===== src/rtl/mips_multicycle_ctrl_pkg.sv =====
// Shared definitions for the multicycle MIPS controller.
// Holds the opcode/funct encodings (also used by the ALU), the FSM state
// encoding and the pc_sel / wb_sel / reg_dst mux encodings.
package mips_multicycle_ctrl_pkg;

   // Primary opcodes, ir[31:26]
   localparam logic [5:0] OP_RTYPE = 6'b000000;
   localparam logic [5:0] OP_J     = 6'b000010;
   localparam logic [5:0] OP_JAL   = 6'b000011;
   localparam logic [5:0] OP_BEQ   = 6'b000100;
   localparam logic [5:0] OP_BNE   = 6'b000101;
   localparam logic [5:0] OP_ADDI  = 6'b001000;
   localparam logic [5:0] OP_XORI  = 6'b001110;
   localparam logic [5:0] OP_LW    = 6'b100011;
   localparam logic [5:0] OP_SW    = 6'b101011;

   // R-type funct codes, ir[5:0]
   localparam logic [5:0] FN_JR  = 6'b001000;
   localparam logic [5:0] FN_ADD = 6'b100000;
   localparam logic [5:0] FN_SUB = 6'b100010;
   localparam logic [5:0] FN_SLT = 6'b101010;

   // ALU command presented whenever no instruction owns the ALU (plain ADD)
   localparam logic [5:0] ALU_IDLE_OPCODE = OP_RTYPE;
   localparam logic [5:0] ALU_IDLE_FUNCT  = FN_ADD;

   // pc_sel encodings
   localparam logic [1:0] PC_SEL_PC4    = 2'd0;
   localparam logic [1:0] PC_SEL_BRANCH = 2'd1;
   localparam logic [1:0] PC_SEL_JUMP   = 2'd2;
   localparam logic [1:0] PC_SEL_RS     = 2'd3;

   // wb_sel encodings
   localparam logic [1:0] WB_SEL_ALU = 2'd0;
   localparam logic [1:0] WB_SEL_MEM = 2'd1;
   localparam logic [1:0] WB_SEL_PC4 = 2'd2;

   // reg_dst encodings
   localparam logic [1:0] REG_DST_RT  = 2'd0;
   localparam logic [1:0] REG_DST_RD  = 2'd1;
   localparam logic [1:0] REG_DST_R31 = 2'd2;

   // Sequencer states
   typedef enum logic [2:0] {
      ST_IDLE   = 3'd0,
      ST_FETCH  = 3'd1,
      ST_DECODE = 3'd2,
      ST_EXEC   = 3'd3,
      ST_MEM    = 3'd4,
      ST_WB     = 3'd5,
      ST_TRAP   = 3'd6
   } stateT;

endpackage


===== src/rtl/mips_instr_class.sv =====
// Combinational instruction classifier.
// Ports:
//   opcode    in  6  ir[31:26]
//   funct     in  6  ir[5:0]
//   legal     out 1  instruction is in the supported subset
//   isRtype   out 1  opcode 000000 (destination is rd)
//   isBranch  out 1  BEQ or BNE
//   isMem     out 1  LW or SW
//   isJump    out 1  J or JAL (resolved in DECODE; JR is R-type and resolved in EXEC)
//   checksOvf out 1  ADD, SUB or ADDI: signed overflow traps
module mips_instr_class
   import mips_multicycle_ctrl_pkg::*;
(
   input  logic [5:0] opcode,
   input  logic [5:0] funct,
   output logic       legal,
   output logic       isRtype,
   output logic       isBranch,
   output logic       isMem,
   output logic       isJump,
   output logic       checksOvf
);

   always_comb begin
      legal     = 1'b0;
      isRtype   = (opcode == OP_RTYPE);
      isBranch  = 1'b0;
      isMem     = 1'b0;
      isJump    = 1'b0;
      checksOvf = 1'b0;
      case (opcode)
         OP_RTYPE: begin
            case (funct)
               FN_JR, FN_SLT: legal = 1'b1;
               FN_ADD, FN_SUB: begin
                  legal     = 1'b1;
                  checksOvf = 1'b1;
               end
               default: legal = 1'b0;
            endcase
         end
         OP_J, OP_JAL: begin
            legal  = 1'b1;
            isJump = 1'b1;
         end
         OP_BEQ, OP_BNE: begin
            legal    = 1'b1;
            isBranch = 1'b1;
         end
         OP_ADDI: begin
            legal     = 1'b1;
            checksOvf = 1'b1;
         end
         OP_XORI: legal = 1'b1;
         OP_LW, OP_SW: begin
            legal = 1'b1;
            isMem = 1'b1;
         end
         default: legal = 1'b0;
      endcase
   end

endmodule


===== src/rtl/mips_multicycle_ctrl.sv =====
// Multicycle control unit / instruction sequencer for the Lab3 MIPS subset.
// Fetches, decodes and sequences each instruction, driving the ALU command
// and every datapath strobe. Outputs are Moore-decoded from state + ir, with
// the branch direction (alu_zero) and the store completion (dmem_ack) folded
// into the same cycle's pc_we/pc_sel.
// Ports:
//   clk, rst_n            clock, asynchronous active-low reset
//   imem_rdata/imem_ack   instruction word and fetch completion
//   dmem_ack              data access completion
//   alu_zero/alu_overflow ALU flags, used in EXEC only
//   imem_req              fetch request
//   dmem_req/dmem_we      data access request, dmem_we=1 for store
//   ir                    instruction register
//   alu_opcode/alu_funct  ALU command
//   reg_we/reg_dst/wb_sel regfile write strobe, destination and source
//   pc_we/pc_sel          PC write strobe and next-PC source
//   trap                  sticky illegal-instruction / overflow flag
//   dbgState              current sequencer state (stateT encoding)
//
// Memory handshake: a request (imem_req / dmem_req) is a level held high for
// as long as the sequencer sits in FETCH / MEM. The transfer completes on the
// rising edge where the request and its ack are both 1; an ack may come in the
// very first request cycle. An ack seen while its request is low is ignored.
module mips_multicycle_ctrl
   import mips_multicycle_ctrl_pkg::*;
#(
   parameter logic [1:0] RESET_PC_SEL = 2'd0
) (
   input  logic        clk,
   input  logic        rst_n,
   input  logic [31:0] imem_rdata,
   input  logic        imem_ack,
   input  logic        dmem_ack,
   input  logic        alu_zero,
   input  logic        alu_overflow,
   output logic        imem_req,
   output logic        dmem_req,
   output logic        dmem_we,
   output logic [31:0] ir,
   output logic [5:0]  alu_opcode,
   output logic [5:0]  alu_funct,
   output logic        reg_we,
   output logic [1:0]  reg_dst,
   output logic [1:0]  wb_sel,
   output logic        pc_we,
   output logic [1:0]  pc_sel,
   output logic        trap,
   output logic [2:0]  dbgState
);

   stateT      state;
   logic [5:0] opcode;
   logic [5:0] funct;
   logic       legal;
   logic       isRtype;
   logic       isBranch;
   logic       isMem;
   logic       isJump;
   logic       checksOvf;
   logic       isJr;
   logic       isStore;

   assign opcode   = ir[31:26];
   assign funct    = ir[5:0];
   assign isJr     = isRtype && (funct == FN_JR);
   assign isStore  = (opcode == OP_SW);
   assign dbgState = state;

   mips_instr_class uClass (
      .opcode    (opcode),
      .funct     (funct),
      .legal     (legal),
      .isRtype   (isRtype),
      .isBranch  (isBranch),
      .isMem     (isMem),
      .isJump    (isJump),
      .checksOvf (checksOvf)
   );

   // State, ir and trap are the only storage; trap is set on the same edge
   // that enters ST_TRAP so it is high for every cycle spent there.
   always_ff @(posedge clk or negedge rst_n) begin
      if (!rst_n) begin
         state <= ST_IDLE;
         ir    <= '0;
         trap  <= 1'b0;
      end else begin
         case (state)
            ST_IDLE: state <= ST_FETCH;
            ST_FETCH: begin
               if (imem_ack) begin
                  ir    <= imem_rdata;
                  state <= ST_DECODE;
               end
            end
            ST_DECODE: begin
               if (!legal) begin
                  state <= ST_TRAP;
                  trap  <= 1'b1;
               end else if (isJump) begin
                  state <= ST_FETCH;
               end else begin
                  state <= ST_EXEC;
               end
            end
            ST_EXEC: begin
               if (checksOvf && alu_overflow) begin
                  state <= ST_TRAP;
                  trap  <= 1'b1;
               end else if (isBranch || isJr) begin
                  state <= ST_FETCH;
               end else if (isMem) begin
                  state <= ST_MEM;
               end else begin
                  state <= ST_WB;
               end
            end
            ST_MEM: begin
               if (dmem_ack) state <= isStore ? ST_FETCH : ST_WB;
            end
            ST_WB:   state <= ST_FETCH;
            ST_TRAP: state <= ST_TRAP;
            default: state <= ST_IDLE;
         endcase
      end
   end

   always_comb begin
      imem_req   = 1'b0;
      dmem_req   = 1'b0;
      dmem_we    = 1'b0;
      reg_we     = 1'b0;
      reg_dst    = REG_DST_RT;
      wb_sel     = WB_SEL_ALU;
      pc_we      = 1'b0;
      pc_sel     = PC_SEL_PC4;
      alu_opcode = ALU_IDLE_OPCODE;
      alu_funct  = ALU_IDLE_FUNCT;
      case (state)
         ST_IDLE:  pc_sel = RESET_PC_SEL;
         ST_FETCH: imem_req = 1'b1;
         ST_DECODE: begin
            if (legal && isJump) begin
               pc_we  = 1'b1;
               pc_sel = PC_SEL_JUMP;
               if (opcode == OP_JAL) begin
                  reg_we  = 1'b1;
                  reg_dst = REG_DST_R31;
                  wb_sel  = WB_SEL_PC4;
               end
            end
         end
         ST_EXEC: begin
            alu_opcode = opcode;
            alu_funct  = funct;
            if (isBranch) begin
               // BNE takes the branch on the inverted zero flag
               pc_we  = 1'b1;
               pc_sel = (alu_zero ^ (opcode == OP_BNE)) ? PC_SEL_BRANCH : PC_SEL_PC4;
            end else if (isJr) begin
               pc_we  = 1'b1;
               pc_sel = PC_SEL_RS;
            end
         end
         ST_MEM: begin
            alu_opcode = opcode;
            alu_funct  = funct;
            dmem_req   = 1'b1;
            dmem_we    = isStore;
            // A store retires in MEM; a load retires later in WB
            if (dmem_ack && isStore) pc_we = 1'b1;
         end
         ST_WB: begin
            alu_opcode = opcode;
            alu_funct  = funct;
            reg_we     = 1'b1;
            reg_dst    = isRtype ? REG_DST_RD : REG_DST_RT;
            wb_sel     = (opcode == OP_LW) ? WB_SEL_MEM : WB_SEL_ALU;
            pc_we      = 1'b1;
         end
         ST_TRAP: pc_sel = RESET_PC_SEL;
         default: pc_sel = PC_SEL_PC4;
      endcase
   end

endmodule

===== config.mk =====
export PLATFORM = sky130hd
export DESIGN_NAME = mips_multicycle_ctrl
export DESIGN_NICKNAME = d
export VERILOG_FILES = /design/src/rtl/mips_multicycle_ctrl_pkg.sv /design/src/rtl/mips_instr_class.sv /design/src/rtl/mips_multicycle_ctrl.sv
export SDC_FILE = /design/constraint.sdc
export NUM_CORES = 1
export LEC_CHECK = 0
export ABC_CLOCK_PERIOD_IN_PS = 1930
export BUFFER_PORTS_ARGS = -buffer_cell sky130_fd_sc_hd__buf_2
export CORE_UTILIZATION = 45
export DETAILED_ROUTE_END_ITERATION = 12
export PLACE_DENSITY_LB_ADDON = 0.1
export SLEW_MARGIN = 20
export SYNTH_ARGS = -nofsm -noshare
export SYNTH_HDL_FRONTEND = slang
export SYNTH_SLANG_ARGS = --single-unit
export TNS_END_PERCENT = 10

===== constraint.sdc =====
create_clock -name clk -period 1.93 [get_ports clk]
set_input_delay 0.193 -clock clk [delete_from_list [all_inputs] [get_ports clk]]
set_output_delay 0.193 -clock clk [all_outputs]
set_load 0.01 [all_outputs]

# Yosys cells after proc, flatten, opt, wreduce, memory -nomap -nowiden
# Index checks and enable logic that the tools add are counted.
# totals
ff_bits,36
input_bits,38
output_inout_bits,59
# classes
n_eq_ne,22
muxes,43
n_bitwise,1
reduce_logical,19
# ops
op,count
"== test 6 bit, second input constant",5
2-to-1 mux 1 bit,20
"== test 6 x 4 -> 1 bit, second input constant",3
2-to-1 mux 3 bit,6
case mux 3 bit (6 select lines),1
"== test 6 x 2 -> 1 bit, second input constant",2
"== test 6 x 3 -> 1 bit, second input constant",2
2-to-1 mux 2 bit,6
2-to-1 mux 6 bit,2
case mux 2 bit (2 select lines),3
OR reduction 2 bit,5
"== test 3 bit, second input constant",3
"inequality test 2 bit, second input constant",4
case mux 1 bit (2 select lines),4
OR reduction 8 bit,1
"== test 3 x 2 -> 1 bit, second input constant",2
logical NOT 6 bit,1
logical AND 1 bit,4
case mux 1 bit (4 select lines),1
AND reduction 2 bit,2
OR reduction 4 bit,1
"== test 3 x 1 -> 1 bit, second input constant",1
logical NOT 3 bit,1
AND reduction 3 bit,1
4 further kinds,4

# Longest topological paths before layout
# depth
depth_word,7
depth_mapped,7
depth_no_buf,5

# Hierarchy
# Synthesis repeated with hierarchy kept, for this count alone.
# hier_totals
cells_unflattened,160
area_unflattened_um2,2011.9
# modules_own_cells
module,instances,cells_per_inst,area_each_um2
mips_multicycle_ctrl,1,141,1880.6
mips_instr_class,1,19,131.4

# Least setup slack after synthesis
# OpenSTA, ideal clock, no wires.
# synth_timing
kind,reg-to-reg
from,reg state[1] (netlist: dbgState[1])
to,reg ir[10]
setup_ns,0.125
arrival_ns,1.862
path_slack_ns,-0.057
stages_incl_launch_ff,7
path_buffers,3
period_less_slack_ns,1.987
cell_sequence,dfrtp_1 > clkbuf_1 > nor3b_1 > and2_1 > buf_2 > buf_4 > mux2_2
# synth_between
elab_chain_len,2
# synth_lines
element,line_no,text
start: declaration,mips_multicycle_ctrl.sv:51,stateT state;
start signal: assignment,mips_multicycle_ctrl.sv:119,if (dmem_ack) state <= isStore ? ST_FETCH : ST_WB;
== test 3 x 1 -> 1 bit,mips_multicycle_ctrl.sv:88,case (state)
AND reduction 2 bit (no line),--,
end signal: assignment,mips_multicycle_ctrl.sv:92,ir <= imem_rdata;
end: declaration,mips_multicycle_ctrl.sv:39,"output logic [31:0] ir,"
# No other way between the ends.
# A chain may end at the register's enable or synchronous reset.

# Worst setup path in the final report
# layout_timing
from,reg ir[30]
to,out pc_we
# layout_between
elab_chain_len,6
elab_cells_between_ends,23
cone_classes,8 x eq/ne; 8 x mux; 7 x reduce/logical
# layout_lines
element,line_no,text
"== test 6 bit, or another cell as far along","mips_instr_class.sv:31, mips_multicycle_ctrl.sv:66",
OR reduction 8 bit (no line) or OR reduction 2 bit (tied branches),--,
case mux 1 bit (2 select lines) or 2-to-1 mux 1 bit (tied branches),mips_instr_class.sv:31,case (opcode)
logical AND 1 bit,mips_multicycle_ctrl.sv:143,if (legal && isJump) begin
2-to-1 mux 1 bit,mips_multicycle_ctrl.sv:143,
case mux 1 bit (4 select lines) *,mips_multicycle_ctrl.sv:139,case (state)
end: declaration,mips_multicycle_ctrl.sv:45,"output logic pc_we,"
# Every way passes the cells marked *; elsewhere a longest branch is shown, timed or not.

==> reports/results.tsv <==
metric	value	unit
GRT overflow	0	
1st-iter DRT viols	129	
largest fanout on the critical path	3	
hold slack	-0.0113	ns
Gate Count Post-Synth	164	
worst min path class	input pin to async pin	
CP Cell Sequence	or3_4 > or3_4 > nand3b_4 > a21o_1 > a31oi_1 > buf_2	
post-synthesis mux area share	17.9	%
Worst Skew	0.00402	ns
Max Slew Vio Count	0	
Worst VDD drop	0.848	mV
Syn-to-layout area delta	42.4	%
root buf cell	clkbuf_8	
Worst Reg-to-Reg Cells	6	
Yosys cell types	40	
PortBufs	96	
vias in the first global route	1547	
per-cell routed wire length	13.5	µm
crit end category	output port	
largest net degree at the start of global routing	38	
largest family of logic cells by synthesized area	simple AND/OR/NAND/NOR gates	
Setup TNS	-1.40	ns
kind of critical path	flip-flop to output port	
IO Pins	97	
compound-cell area share of the yosys netlist	8.45	%
initial antenna violation count	0	
synth warn	0	
PD cells	1630	nW/µm²
final period utilization	114	%
Total Routing Usage GR	21.5	%
# fillers	317	
multi-input logic area	882	µm²
hpwl dp	3180	µm
chip width	65.6	µm
sequential cell area	903	µm²
Critical Path Start Type	flip-flop	
ANT nets after route	0	
DRC errors left	0	
GPL Wtd Cong	0.829	
Worst-Skew Late Latency	0.28	ns
crit-path max cell delay	0.39	ns
Total Nets Final	313	
DR vias	1626	
CTS tree	built	
RSZ-0062 raised after global routing	yes	
# rows	22	
CP dominant cell by count	or3_4	
vias per cell	5.03	
Hold Buf Count CTS	0	
Core Box Area	3770	µm²
CP max-delay cell	or3_4	
adder-cell share of the synthesized area	0.687	%
Pwr Total	4.23	mW
r2r endpoint	dbgState[1]	
DRT Wirelength	4370	µm
static leakage	1.31	nW
clock buffer count from CTS	5	
Critical Path AT	2.00	ns
relative slew slack	46.4	%
Detailed Routing Iterations Pass 1	4	
Final WS setup	-0.268	ns
status	complete, but fails checks	
Die Y-Extent	65.6	µm
Crit path required time	1.74	ns
clk sinks	36	
violations in the final reports	hold timing, setup timing	
register bit total from synthesis	36	
Clock Path Buffers	2	
fin crit period	2.20	ns
final setup vio count	7	
R2R setup slack	0.06	ns
post-synthesis simple-gate area fraction	18.1	%
RR Startpoint	ir[30]	
Seq/Total Area, Yosys	49.5	%
xor/xnor share of the synthesized area	0.962	%
max cap viols	0	
htree depth	2	
area of the mapped netlist	1820	µm²
Mapped Nets	203	
f_max	455	MHz
share of cells above drive strength 1	60.4	%
die area	4310	µm²
worst slew pin tran	0.803	ns
syn avg cell area	11.1	µm²
Final Hold Viols	9	
n_diodes	0	
Worst-path clk slew	0.07	ns
first-pass GRT wire length	6950	µm
initial core utilization	48.3	%
## flip-flops by register name (all words and copies together), names as in the netlist
register and flops:
trap 1, ir 32, dbgState 3
## placed cells by master, fill, tap and decap left out, types with 2 or more instances in the layout
cell	instances
buf_4	14
and2_1	9
o21ai_0	6
buf_2	94
a21oi_1	6
or3_4	2
nand2b_1	5
nor2_1	9
nand2_2	2
a31oi_1	4
o31ai_1	4
nand2_1	9
clkbuf_8	6
nor3_1	2
nor3b_2	2
buf_6	3
mux2_2	29
dfrtp_1	34
inv_1	6
dfrtp_2	2
## worst max path at each step
stage	startpoint	to	slack, ns	cells past startpoint
after global routing	ir[30]	pc_we	-0.36	6
final	ir[30]	pc_we	-0.27	6
after floorplan	ir[28]	wb_sel[1]	-0.04	6
after global placement	ir[30]	pc_we	0.03	5
after detailed placement	ir[28]	reg_we	-0.02	7
after CTS	ir[30]	pc_we	-0.26	6
## per-stage QoR
stage / hold WS (ns) / area (µm²) / setup WS (ns) / std cells / utilization (%)
2_1_floorplan: -0.103 / 1830 / -0.0386 / 164 / -
3_3_place_gp: 0.330 / 2420 / 0.0284 / 312 / 64.2
3_5_place_dp: 0.313 / 2420 / -0.0184 / 312 / 64.2
4_1_cts: 0.0197 / 2560 / -0.256 / 323 / 67.9
5_1_grt: 0.0553 / 2590 / -0.356 / 323 / 68.8
6_report: -0.0113 / 2590 / -0.268 / 323 / 68.8
## power by group
group          internal (mW)  total, mW  switching (mW)
Combinational           1.15       2.26            1.11
Clock                  0.290      0.555           0.265
Sequential              1.13       1.41           0.283
Total                   2.57       4.23            1.66
## kinds of logic (layout without fill, tap and decap cells)
group,Yosys count,in the layout
AOI/OAI and AO/OA,25,25
xor gates and xnor gates,2,2
adders and majority gates,1,1
buffers and inverters,16,127
DFF,36,36
muxes,29,29
and+or+nand+nor,55,55
## critical path, delay by kind of cell, from the launching register on
kind	cells	cell delay (ns)
flops	1	0.38
buf+inv	1	0.14
simple gates	3	0.90
compound gates	2	0.29
## cell type report
type                    count  share of cell area [%]
clock inverters             1                   0.289
well taps                  48                    2.31
multi-input cells         112                    34.0
flip-flops and latches     36                    34.8
clock buffers               7                    3.33
repair buffers            112                    24.3
inverters                   7                    1.01
## metal layers
metal,global-route usage [%],vias to the layer above,share of wire [%]
met2,34.1,69,48
met4,5.98,0,0.21
li1,-,793,-
met5,0,-,0
met1,27.1,762,44
met3,8.33,2,7.9
## what timing repair did
action / CTS / global route
hold endpoints to repair: 0 / 0
gates resized for setup: 7 / 8
setup endpoints to repair: 7 / 19
buffers inserted: 3 / 0
pin swaps: 3 / 1
## cell usage after synthesis, drive strengths merged
cell type | n | area share (%)
dfrtp | 36 | 49
mux2 | 29 | 18
nand2 | 11 | 2.3
and2 | 10 | 3.5
nor2 | 9 | 1.9
buf | 7 | 2.6
inv | 7 | 1.4
a21oi | 6 | 1.6
o21ai | 6 | 1.6
nand2b | 5 | 1.7
a31oi | 4 | 1.4
nor3 | 4 | 1.1
o31ai | 4 | 1.6
and3 | 2 | 0.76
clkbuf | 2 | 0.41
nand3b | 2 | 1.5
nor3b | 2 | 1.1
or3 | 2 | 0.96
a21o | 1 | 0.41
a22o | 1 | 0.48
and2b | 1 | 0.48
ha | 1 | 0.69
nand3 | 1 | 0.27
nand4b | 1 | 0.48
nor2b | 1 | 0.34
nor4 | 1 | 0.34
o21a | 1 | 0.41
o221ai | 1 | 0.48
o22ai | 1 | 0.34
or2b | 1 | 0.41
or3b | 1 | 0.48
or4 | 1 | 0.48
xnor2 | 1 | 0.48
xor2 | 1 | 0.48
Note: power is estimated with default switching activity, not from simulation.
